**config.mk**
```make
export PLATFORM = sky130hd
export DESIGN_NAME = fnd_scan_ctrl_flat
export DESIGN_NICKNAME = d
export VERILOG_FILES = /design/src/rtl/fnd_scan_if.sv /design/src/rtl/fnd_scan_ctrl.sv /design/src/flat_wrapper.sv
export SDC_FILE = /design/constraint.sdc
export NUM_CORES = 1
export LEC_CHECK = 0
export ABC_AREA = 1
export BUFFER_PORTS_ARGS = -buffer_cell sky130_fd_sc_hd__clkbuf_2
export CELL_PAD_IN_SITES_DETAIL_PLACEMENT = 1
export CELL_PAD_IN_SITES_GLOBAL_PLACEMENT = 1
export CORE_UTILIZATION = 45
export CTS_BUF_LIST = sky130_fd_sc_hd__clkbuf_8
export DETAILED_ROUTE_END_ITERATION = 8
export HOLD_SLACK_MARGIN = 0.05
export PLACE_DENSITY_LB_ADDON = 0.1
export SYNTH_ARGS = -nofsm -noshare
export SYNTH_HDL_FRONTEND = slang
export SYNTH_SLANG_ARGS = --single-unit
export TNS_END_PERCENT = 5
```
**constraint.sdc**
```tcl
create_clock -name clk -period 6.71 [get_ports clk]
set_clock_uncertainty 0.15 [all_clocks]
set_input_delay 0.671 -clock clk [delete_from_list [all_inputs] [get_ports clk]]
set_output_delay 0.671 -clock clk [all_outputs]
set_load 0.03 [all_outputs]
```
**src/rtl/fnd_scan_if.sv**
```systemverilog
// Pin bundle between board logic and the FND scan controller.
// The board side is the master; the controller is the slave.
interface fnd_scan_if #(
    parameter int DIGITS = 4
) ();
    logic                  en;
    logic [4*DIGITS-1:0]   value;
    logic [DIGITS-1:0]     dp;
    logic [DIGITS-1:0]     blank;
    logic [3:0]            bright;
    logic [DIGITS-1:0]     com;
    logic [7:0]            seg;
    logic                  frame_start;

    modport master (
        output en, value, dp, blank, bright,
        input  com, seg, frame_start
    );

    modport slave (
        input  en, value, dp, blank, bright,
        output com, seg, frame_start
    );
endinterface

```
**src/rtl/fnd_scan_ctrl.sv**
```systemverilog
// Multiplexed 7-segment scan controller: per-frame input latch, hex font, dead time,
// 16-step PWM brightness, per-digit blanking and optional leading-zero suppression.
module fnd_scan_ctrl #(
    parameter int DIGITS         = 4,
    parameter int SCAN_DIV       = 125000,
    parameter int BLANK_CYC      = 1250,
    parameter bit LZ_BLANK       = 1'b0,
    parameter bit COM_ACTIVE_LOW = 1'b1,
    parameter bit SEG_ACTIVE_LOW = 1'b1
) (
    input logic       clk,
    input logic       rst,
    fnd_scan_if.slave bus
);
    localparam int                CW       = $clog2(SCAN_DIV);
    localparam int                IW       = (DIGITS > 1) ? $clog2(DIGITS) : 1;
    localparam logic [31:0]       BLANK_W  = 32'(BLANK_CYC);
    localparam logic [31:0]       ACTIVE_W = 32'(SCAN_DIV - BLANK_CYC);
    localparam logic [DIGITS-1:0] COM_OFF  = {DIGITS{COM_ACTIVE_LOW}};
    localparam logic [7:0]        SEG_OFF  = {8{SEG_ACTIVE_LOW}};

    function automatic logic [6:0] hex_font(input logic [3:0] n);
        case (n)
            4'h0:    hex_font = 7'h3F;
            4'h1:    hex_font = 7'h06;
            4'h2:    hex_font = 7'h5B;
            4'h3:    hex_font = 7'h4F;
            4'h4:    hex_font = 7'h66;
            4'h5:    hex_font = 7'h6D;
            4'h6:    hex_font = 7'h7D;
            4'h7:    hex_font = 7'h07;
            4'h8:    hex_font = 7'h7F;
            4'h9:    hex_font = 7'h6F;
            4'hA:    hex_font = 7'h77;
            4'hB:    hex_font = 7'h7C;
            4'hC:    hex_font = 7'h39;
            4'hD:    hex_font = 7'h5E;
            4'hE:    hex_font = 7'h79;
            default: hex_font = 7'h71;
        endcase
    endfunction

    logic [CW-1:0]       cnt_q, cnt_d;
    logic [IW-1:0]       idx_q, idx_d;
    logic [4*DIGITS-1:0] val_s_q, val_s_d;
    logic [DIGITS-1:0]   dp_s_q, dp_s_d;
    logic [DIGITS-1:0]   blank_s_q, blank_s_d;
    logic [3:0]          bright_s_q, bright_s_d;
    logic                first_q, first_d;
    logic                fs_q, fs_d;
    logic [DIGITS-1:0]   com_q, com_d;
    logic [7:0]          seg_q, seg_d;

    logic [3:0]  cur_nib;
    logic        lz_zero;
    logic        suppress;
    logic [31:0] cnt_w;
    logic        in_window;
    logic        lit;
    logic        slot_end;

    always_comb begin
        cnt_d      = cnt_q;
        idx_d      = idx_q;
        val_s_d    = val_s_q;
        dp_s_d     = dp_s_q;
        blank_s_d  = blank_s_q;
        bright_s_d = bright_s_q;
        first_d    = first_q;
        fs_d       = 1'b0;
        com_d      = COM_OFF;
        seg_d      = SEG_OFF;
        cur_nib    = 4'h0;
        lz_zero    = 1'b1;

        // A digit is a leading zero when it and every more significant digit are zero.
        for (int j = 0; j < DIGITS; j++) begin
            if (j <= int'(idx_q) && val_s_q[4*(DIGITS-1-j) +: 4] != 4'h0) lz_zero = 1'b0;
            if (j == int'(idx_q)) cur_nib = val_s_q[4*(DIGITS-1-j) +: 4];
        end
        suppress = LZ_BLANK && lz_zero && (idx_q != IW'(DIGITS-1));

        // PWM window: compare scaled offset against the bright-weighted active length.
        cnt_w     = 32'(cnt_q);
        in_window = (cnt_w >= BLANK_W) &&
                    (((cnt_w - BLANK_W) << 4) < ACTIVE_W * (32'(bright_s_q) + 32'd1));
        lit       = in_window && !blank_s_q[idx_q] && !suppress;
        slot_end  = (cnt_q == CW'(SCAN_DIV - 1));

        if (bus.en) begin
            if (slot_end) begin
                cnt_d = '0;
                idx_d = (idx_q == IW'(DIGITS - 1)) ? '0 : idx_q + 1'b1;
            end else begin
                cnt_d = cnt_q + 1'b1;
            end
            if (first_q || (slot_end && idx_q == IW'(DIGITS - 1))) begin
                val_s_d    = bus.value;
                dp_s_d     = bus.dp;
                blank_s_d  = bus.blank;
                bright_s_d = bus.bright;
                first_d    = 1'b0;
                fs_d       = 1'b1;
            end
            if (lit) begin
                com_d[idx_q] = ~COM_OFF[idx_q];
                seg_d        = {dp_s_q[idx_q], hex_font(cur_nib)} ^ SEG_OFF;
            end
        end
    end

    always_ff @(posedge clk) begin
        if (rst) begin
            cnt_q      <= '0;
            idx_q      <= '0;
            val_s_q    <= '0;
            dp_s_q     <= '0;
            blank_s_q  <= '0;
            bright_s_q <= '0;
            first_q    <= 1'b1;
            fs_q       <= 1'b0;
            com_q      <= COM_OFF;
            seg_q      <= SEG_OFF;
        end else begin
            cnt_q      <= cnt_d;
            idx_q      <= idx_d;
            val_s_q    <= val_s_d;
            dp_s_q     <= dp_s_d;
            blank_s_q  <= blank_s_d;
            bright_s_q <= bright_s_d;
            first_q    <= first_d;
            fs_q       <= fs_d;
            com_q      <= com_d;
            seg_q      <= seg_d;
        end
    end

    assign bus.com         = com_q;
    assign bus.seg         = seg_q;
    assign bus.frame_start = fs_q;
endmodule
```
**src/flat_wrapper.sv**
```systemverilog
// flat-port wrapper written by rule: the top's interface ports become plain ports
module fnd_scan_ctrl_flat 
#(
    parameter int DIGITS         = 4,
    parameter int SCAN_DIV       = 125000,
    parameter int BLANK_CYC      = 1250,
    parameter bit LZ_BLANK       = 1'b0,
    parameter bit COM_ACTIVE_LOW = 1'b1,
    parameter bit SEG_ACTIVE_LOW = 1'b1
)
  (clk, rst, bus_en, bus_value, bus_dp, bus_blank, bus_bright, bus_com, bus_seg, bus_frame_start);
  fnd_scan_if #(.DIGITS(DIGITS)) bus_i ();
  input logic clk;
  input logic rst;
  input wire logic [$bits(bus_i.en)-1:0] bus_en;
  input wire logic [$bits(bus_i.value)-1:0] bus_value;
  input wire logic [$bits(bus_i.dp)-1:0] bus_dp;
  input wire logic [$bits(bus_i.blank)-1:0] bus_blank;
  input wire logic [$bits(bus_i.bright)-1:0] bus_bright;
  output wire logic [$bits(bus_i.com)-1:0] bus_com;
  output wire logic [$bits(bus_i.seg)-1:0] bus_seg;
  output wire logic [$bits(bus_i.frame_start)-1:0] bus_frame_start;
  assign bus_i.en = bus_en;
  assign bus_i.value = bus_value;
  assign bus_i.dp = bus_dp;
  assign bus_i.blank = bus_blank;
  assign bus_i.bright = bus_bright;
  assign bus_com = bus_i.com;
  assign bus_seg = bus_i.seg;
  assign bus_frame_start = bus_i.frame_start;
  fnd_scan_ctrl #(.DIGITS(DIGITS), .SCAN_DIV(SCAN_DIV), .BLANK_CYC(BLANK_CYC), .LZ_BLANK(LZ_BLANK), .COM_ACTIVE_LOW(COM_ACTIVE_LOW), .SEG_ACTIVE_LOW(SEG_ACTIVE_LOW)) u_core (.clk(clk), .rst(rst), .bus(bus_i));
endmodule
```
==> impl_metrics.ini, run 1 <==
[detailed_routing]
antenna_left = 0
dr_wl_met3_microns = 302
wl_met1_microns = 7040
dr_wl_met2_microns = 7230
top_layer = met4
drt_drc_violations_left = 2
viasPerCell = 5.18
avgRoutedWirePerCell_microns = 15.0
first_pass_iters = 6
drt-initial-drc-count = 179
routed_wl_microns = 14900
route.vias.total = 5133

[critical_path]
critPathMaxStageDelay_ns = 0.54
reg2reg_to = u_core.bus.seg[4]$_SDFF_PP1_
endpoint = u_core.bus.seg[4]$_SDFF_PP1_
startpoint_type = flop
r2r_cells = 25
crit_fanout = 12
critPathCaptureType = flop
crit_start = u_core.bright_s_q[0]$_SDFFE_PP0P_
rr_startpoint = u_core.bright_s_q[0]$_SDFFE_PP0P_
cp_data_arrival_time_ns = 5.92
required_ns = 6.84
crit_path_top_delay_cell = dfxtp_1
path_class = flop to flop
regToRegSetupSlack_ns = 0.92

[sta]
worst_pin_slew_ns = 1.06
fin_setup_tns_ns = 0
rsz0062_at_grt = false
finalSetupViolCount = 0
maxSlewViolCount = 0
hold_viol = 0
slew_headroom_pct = 29.1
period_share_pct = 86.3
final_period_minus_worst_setup_slack_ns = 5.79
max_freq_mhz = 173

[clock_network]
clk_pin_slew_worst_paths_ns = 0.08
post_cts_resized = 0
htree_levels = 3
hold_buffers = 0
clock-sinks = 61
numCtsBuffers = 9
clockBufferDepth = 2
cts_tree = done
clock_latency_ns = 0.36
cts_setup_buffers = 0
cts_root_buffer = clkbuf_8

[finish]
layoutNonFillerInstCount = 991
antenna-diode-count = 0
final_common_cell = nand2_1
syn2layout_area_growth_pct = 9.66
layout-drive-gt1-share_pct = 9.67
layout.nets = 959
mostFrequentLayoutCells = nand2_1, nor2_1, inv_1

[floorplanning]
die_y_microns = 112
io_pins = 44
num_rows = 39
coreArea_sq_um = 11600
fp.dieW_microns = 112
die-area_sq_um = 12500
start_util_pct = 46.9

[run_status]
violations = DRC
outcome = complete, but fails checks

[yosys]
synthesis.area_sq_um = 5430
synth_warnings = 0
dominantRegCellSynth = dfxtp_1
synth_edf_count = 0
ys_types = 43
async_reset_ff_share_pct = 0
ys_ff_latch = 61
seq_area_frac_synth_pct = 22.5
syn-num-nets = 921
syn_inst = 805
avgSynthCellArea_sq_um = 6.74

[flow_run]
drv_cap = 0

[global_routing]
grt-ovfl-total = 0
grt_pass1_wl_microns = 25300
grt_pass1_vias = 5398
grt_antenna_before_repair = 0
grt.total_usage_pct = 25.3
grt_max_degree = 35

[place]
dp_cells = 975
numPortBuffers = 43
hpwl_microns = 12100
gp_congestion = 0.860

[min_path]
hold_path.class = flop to flop

[power]
powerDensity_nw_per_um2 = 220
ir_worst_vdd_v = 0.000126
power.leakage_nw = 3.17
## routing by layer
layer	global-route usage, %	vias to the layer above
met4	8.29	0
met5	0	-
li1	-	2637
met1	31.9	2416
met3	3.76	20
met2	44.1	60
## cells by family after synthesis
kind of cell,count (synthesis),share of synthesized area [%]
buffers and inverters,135,10.4
AOI/OAI and AO/OA,80,8.60
adders and majority gates,85,20.3
xor gates and xnor gates,43,6.94
DFF,61,22.5
and+or+nand+nor,401,31.3
## synth_stat cells (all sizes together) (4+ instances only)
| library cell | n | area share (%) |
|---|---|---|
| dfxtp | 61 | 23 |
| clkbuf | 4 | 0.28 |
| nand3 | 36 | 3.4 |
| inv | 117 | 8.1 |
| nand4 | 21 | 2.4 |
| xnor2 | 11 | 1.8 |
| fa | 5 | 1.8 |
| a21oi | 40 | 3.7 |
| o21a | 4 | 0.55 |
| nand2 | 201 | 14 |
| xor2 | 32 | 5.2 |
| or2 | 4 | 0.46 |
| buf | 13 | 1.9 |
| o21ai | 15 | 1.5 |
| o211ai | 4 | 0.55 |
| nor2 | 119 | 8.5 |
| ha | 80 | 18 |
| nor3 | 10 | 1.0 |
## power breakdown
group	switching, mW	internal (mW)	leakage [nW]	total (mW)
Sequential	0.0120	0.377	0.499	0.389
Clock	0.165	0.230	0.120	0.395
Combinational	0.317	0.205	2.56	0.522
Total	0.495	0.812	3.17	1.31
## final cells by class
type                    instances  area [sq um]
flip-flops and latches         61          1220
clock inverters                 5          82.6
well taps                     143           179
inverters                     118           443
fillers                      1555          5610
clock buffers                  11           151
repair buffers                 44           223
multi-input cells             609          3650
## worst max-delay path, delay by kind of cell, from the launching register on
family | cells | cell delay (ns)
simple gates | 10 | 1.46
fa+ha+maj | 4 | 1.43
compound gates | 5 | 1.13
xor+xnor | 3 | 0.67
flops | 1 | 0.54
buf+inv | 3 | 0.33
## worst min path at each step
stage | from | end | slack [ns] | cells after the start
4_1_cts | u_core.first_q$_SDFFE_PP1P_ | u_core.first_q$_SDFFE_PP1P_ | 0.30 | 2
2_1_floorplan | u_core.first_q$_SDFFE_PP1P_ | u_core.first_q$_SDFFE_PP1P_ | 0.27 | 2
3_5_place_dp | u_core.first_q$_SDFFE_PP1P_ | u_core.first_q$_SDFFE_PP1P_ | 0.29 | 2
3_3_place_gp | u_core.first_q$_SDFFE_PP1P_ | u_core.first_q$_SDFFE_PP1P_ | 0.28 | 2
6_report | u_core.first_q$_SDFFE_PP1P_ | u_core.first_q$_SDFFE_PP1P_ | 0.30 | 2
5_1_grt | u_core.first_q$_SDFFE_PP1P_ | u_core.first_q$_SDFFE_PP1P_ | 0.33 | 2
## metrics by stage
step	setup WS (ns)	cell area [sq um]	total power [mW]	utilization, %	hold slack (ns)
after floorplan	1.99	5430	0.785	-	0.269
after CTS	0.934	5950	1.32	51.5	0.305
after global routing	0.279	5950	1.42	51.5	0.329
after global placement	1.36	5720	0.892	49.4	0.281
after detailed placement	0.944	5720	0.918	49.4	0.290
final	0.920	5950	1.31	51.5	0.301
## flip-flops by register name (all words and copies together) (netlist names)
name	count
u_core.idx_q	2
u_core.val_s_q	16
u_core.cnt_q	17
u_core.bus.frame_start	1
u_core.bright_s_q	4
u_core.bus.com	4
u_core.first_q	1
u_core.blank_s_q	4
u_core.dp_s_q	4
u_core.bus.seg	8
No activity file was read; power rests on OpenSTA's default activity.
==> run 2: changes to the inputs <==
- CORE_MARGIN: unset -> 8
==> run 2 against run 1 <==
The run now ends clean. Power down 0.47%. Flip-flop and latch count unchanged. First-iteration DRC count up 12%. Critical path depth unchanged. Register-to-register slack worse by 0.04 ns. Sequential share of layout area about the same. Critical endpoint is now u_core.bus.seg[5]$_SDFF_PP1_. Via count up 1.7%. Wire length up 3.6%. Combinational power up 1%. Cell area about the same. Sequential power about the same. Non-clock buffer count unchanged.
==> impl_metrics.ini, run 2 (synthesis gave the netlist of run 1 again) <==
[finish]
layout.nets = 959
mostFrequentLayoutCells = nand2_1, nor2_1, inv_1
syn2layout_area_growth_pct = 9.57
antenna-diode-count = 0
largest-register = u_core.cnt_q
final_common_cell = nand2_1
largest_register_ffs = 17
design_area_sq_um = 5950
layout-drive-gt1-share_pct = 9.67

[min_path]
hold_path_depth = 2
hold_path.class = flop to flop
holdPathEnd = u_core.first_q$_SDFFE_PP1P_
hp-start = u_core.first_q$_SDFFE_PP1P_

[clock_network]
cts_setup_buffers = 0
htree_levels = 3
clock_latency_ns = 0.36
cts_root_buffer = clkbuf_8
cts_tree = done
numCtsBuffers = 9
post_cts_resized = 0
clk_pin_slew_worst_paths_ns = 0.08
clock-sinks = 61
clockBufferDepth = 2
hold_buffers = 0

[floorplanning]
die_y_microns = 126
io_pins = 44
start_util_pct = 45.6
die-area_sq_um = 15800
fp.dieW_microns = 126
coreArea_sq_um = 11900
num_rows = 40

[detailed_routing]
drt-initial-drc-count = 200
avgRoutedWirePerCell_microns = 15.5
first_pass_iters = 4
route.vias.total = 5220
top_layer = met4
dr_wl_met3_microns = 503
dr_wl_met2_microns = 7610
viasPerCell = 5.25
drt_drc_violations_left = 0
wl_met1_microns = 6890
antenna_left = 0
routed_wl_microns = 15400

[sta]
fin_setup_tns_ns = 0
finalSetupViolCount = 0
period_share_pct = 86.9
final_period_minus_worst_setup_slack_ns = 5.83
worst_pin_slew_ns = 1.02
slew_headroom_pct = 31.6
hold_viol = 0
maxSlewViolCount = 0
rsz0062_at_grt = false
max_freq_mhz = 172

[critical_path]
required_ns = 6.83
critPathCaptureType = flop
r2r_cells = 25
crit_start = u_core.bright_s_q[0]$_SDFFE_PP0P_
reg2reg_to = u_core.bus.seg[5]$_SDFF_PP1_
path_class = flop to flop
crit_fanout = 12
cp_data_arrival_time_ns = 5.95
regToRegSetupSlack_ns = 0.88
rr_startpoint = u_core.bright_s_q[0]$_SDFFE_PP0P_
startpoint_type = flop

[global_routing]
grt_pass1_wl_microns = 26600
grt-ovfl-total = 0
grt.total_usage_pct = 20.4
grt_antenna_before_repair = 0
grt_max_degree = 40
grt_pass1_vias = 5620

[power]
p_sw_mw = 0.500
power.leakage_nw = 3.17
power_frac_clock_pct = 29.4
ir_worst_vdd_v = 0.000138
intPower_mw = 0.800
powerDensity_nw_per_um2 = 219
combPwrFrac_pct = 40.7
switching_share_pct = 38.5
sequentialPowerShare_pct = 29.9

[run_status]
outcome = completed

[place]
place_area_sq_um = 5720
hpwl_microns = 12700
gp_congestion = 0.864
numPortBuffers = 43

[flow_run]
drv_cap = 0
## run 2: cell types whose count changed in the layout (fill, tap and decap cells not counted), sizes merged
cell	previous run	this run
clkbuf	54	53
clkinvlp	0	1
## run 2: final cells by class
| class | count | area, sq um |
|---|---|---|
| Clock buffer | 10 | 138 |
| Clock inverter | 6 | 86.3 |
| Fill cell | 1638 | 5970 |
| Inverter | 118 | 443 |
| Multi-Input combinational cell | 609 | 3650 |
| Sequential cell | 61 | 1220 |
| Tap cell | 147 | 184 |
| Timing Repair Buffer | 44 | 223 |
## run 2: critical path, cell delays in order (launching register included)
cell      delay (ns)
dfxtp_1         0.55
nand3_1         0.15
xor2_1          0.35
inv_1           0.21
ha_1            0.44
nand2_1         0.15
xor2_1          0.17
inv_1           0.06
ha_1            0.28
ha_1            0.39
a21oi_1         0.23
nand2_1         0.12
a21boi_0        0.36
o21ai_0         0.24
nand3_1         0.12
nand2_1         0.07
xnor2_1         0.14
ha_1            0.30
nand2_1         0.06
inv_1           0.06
nand3_1         0.09
a21oi_1         0.15
nor2_1          0.07
a21oi_1         0.18
nand3_1         0.40
nand4_1         0.25
## run 2: worst max-delay path by stage
stage                                    to  depth (start not counted)  slack [ns]
6_report       u_core.bus.seg[5]$_SDFF_PP1_                         25        0.88
3_5_place_dp   u_core.bus.seg[6]$_SDFF_PP1_                         25        0.92
3_3_place_gp   u_core.bus.seg[6]$_SDFF_PP1_                         25        1.38
4_1_cts        u_core.bus.seg[6]$_SDFF_PP1_                         25        0.92
2_1_floorplan  u_core.bus.com[2]$_SDFF_PP1_                         26        1.99
5_1_grt        u_core.bus.seg[5]$_SDFF_PP1_                         25        0.38
## run 2: per-stage QoR
step                power, mW  hold slack (ns)  std cells  util [%]  worst slack (ns)
finish                   1.30            0.300        995      49.9             0.880
global route             1.41            0.335        995      49.9             0.382
CTS                      1.31            0.306        995      49.9             0.916
detailed placement      0.924            0.293        979      48.0             0.925
global placement        0.892            0.287        979      48.0              1.38
floorplan               0.785            0.269        805         -              1.99
## run 2: power by group through the flow
| stage | clock network, mW | registers [mW] | logic, mW |
|---|---|---|---|
| finish | 0.382 | 0.389 | 0.529 |
| detailed placement | 0 | 0.397 | 0.527 |
| global placement | 0 | 0.396 | 0.496 |
| CTS | 0.390 | 0.389 | 0.532 |
| global route | 0.404 | 0.391 | 0.611 |
| floorplan | 0 | 0.394 | 0.391 |
## run 2: metal layers
layer	track usage (%)	vias up
li1	-	2635
met1	23.9	2478
met2	36.3	75
met3	3.46	32
met4	8.00	0
met5	0	-
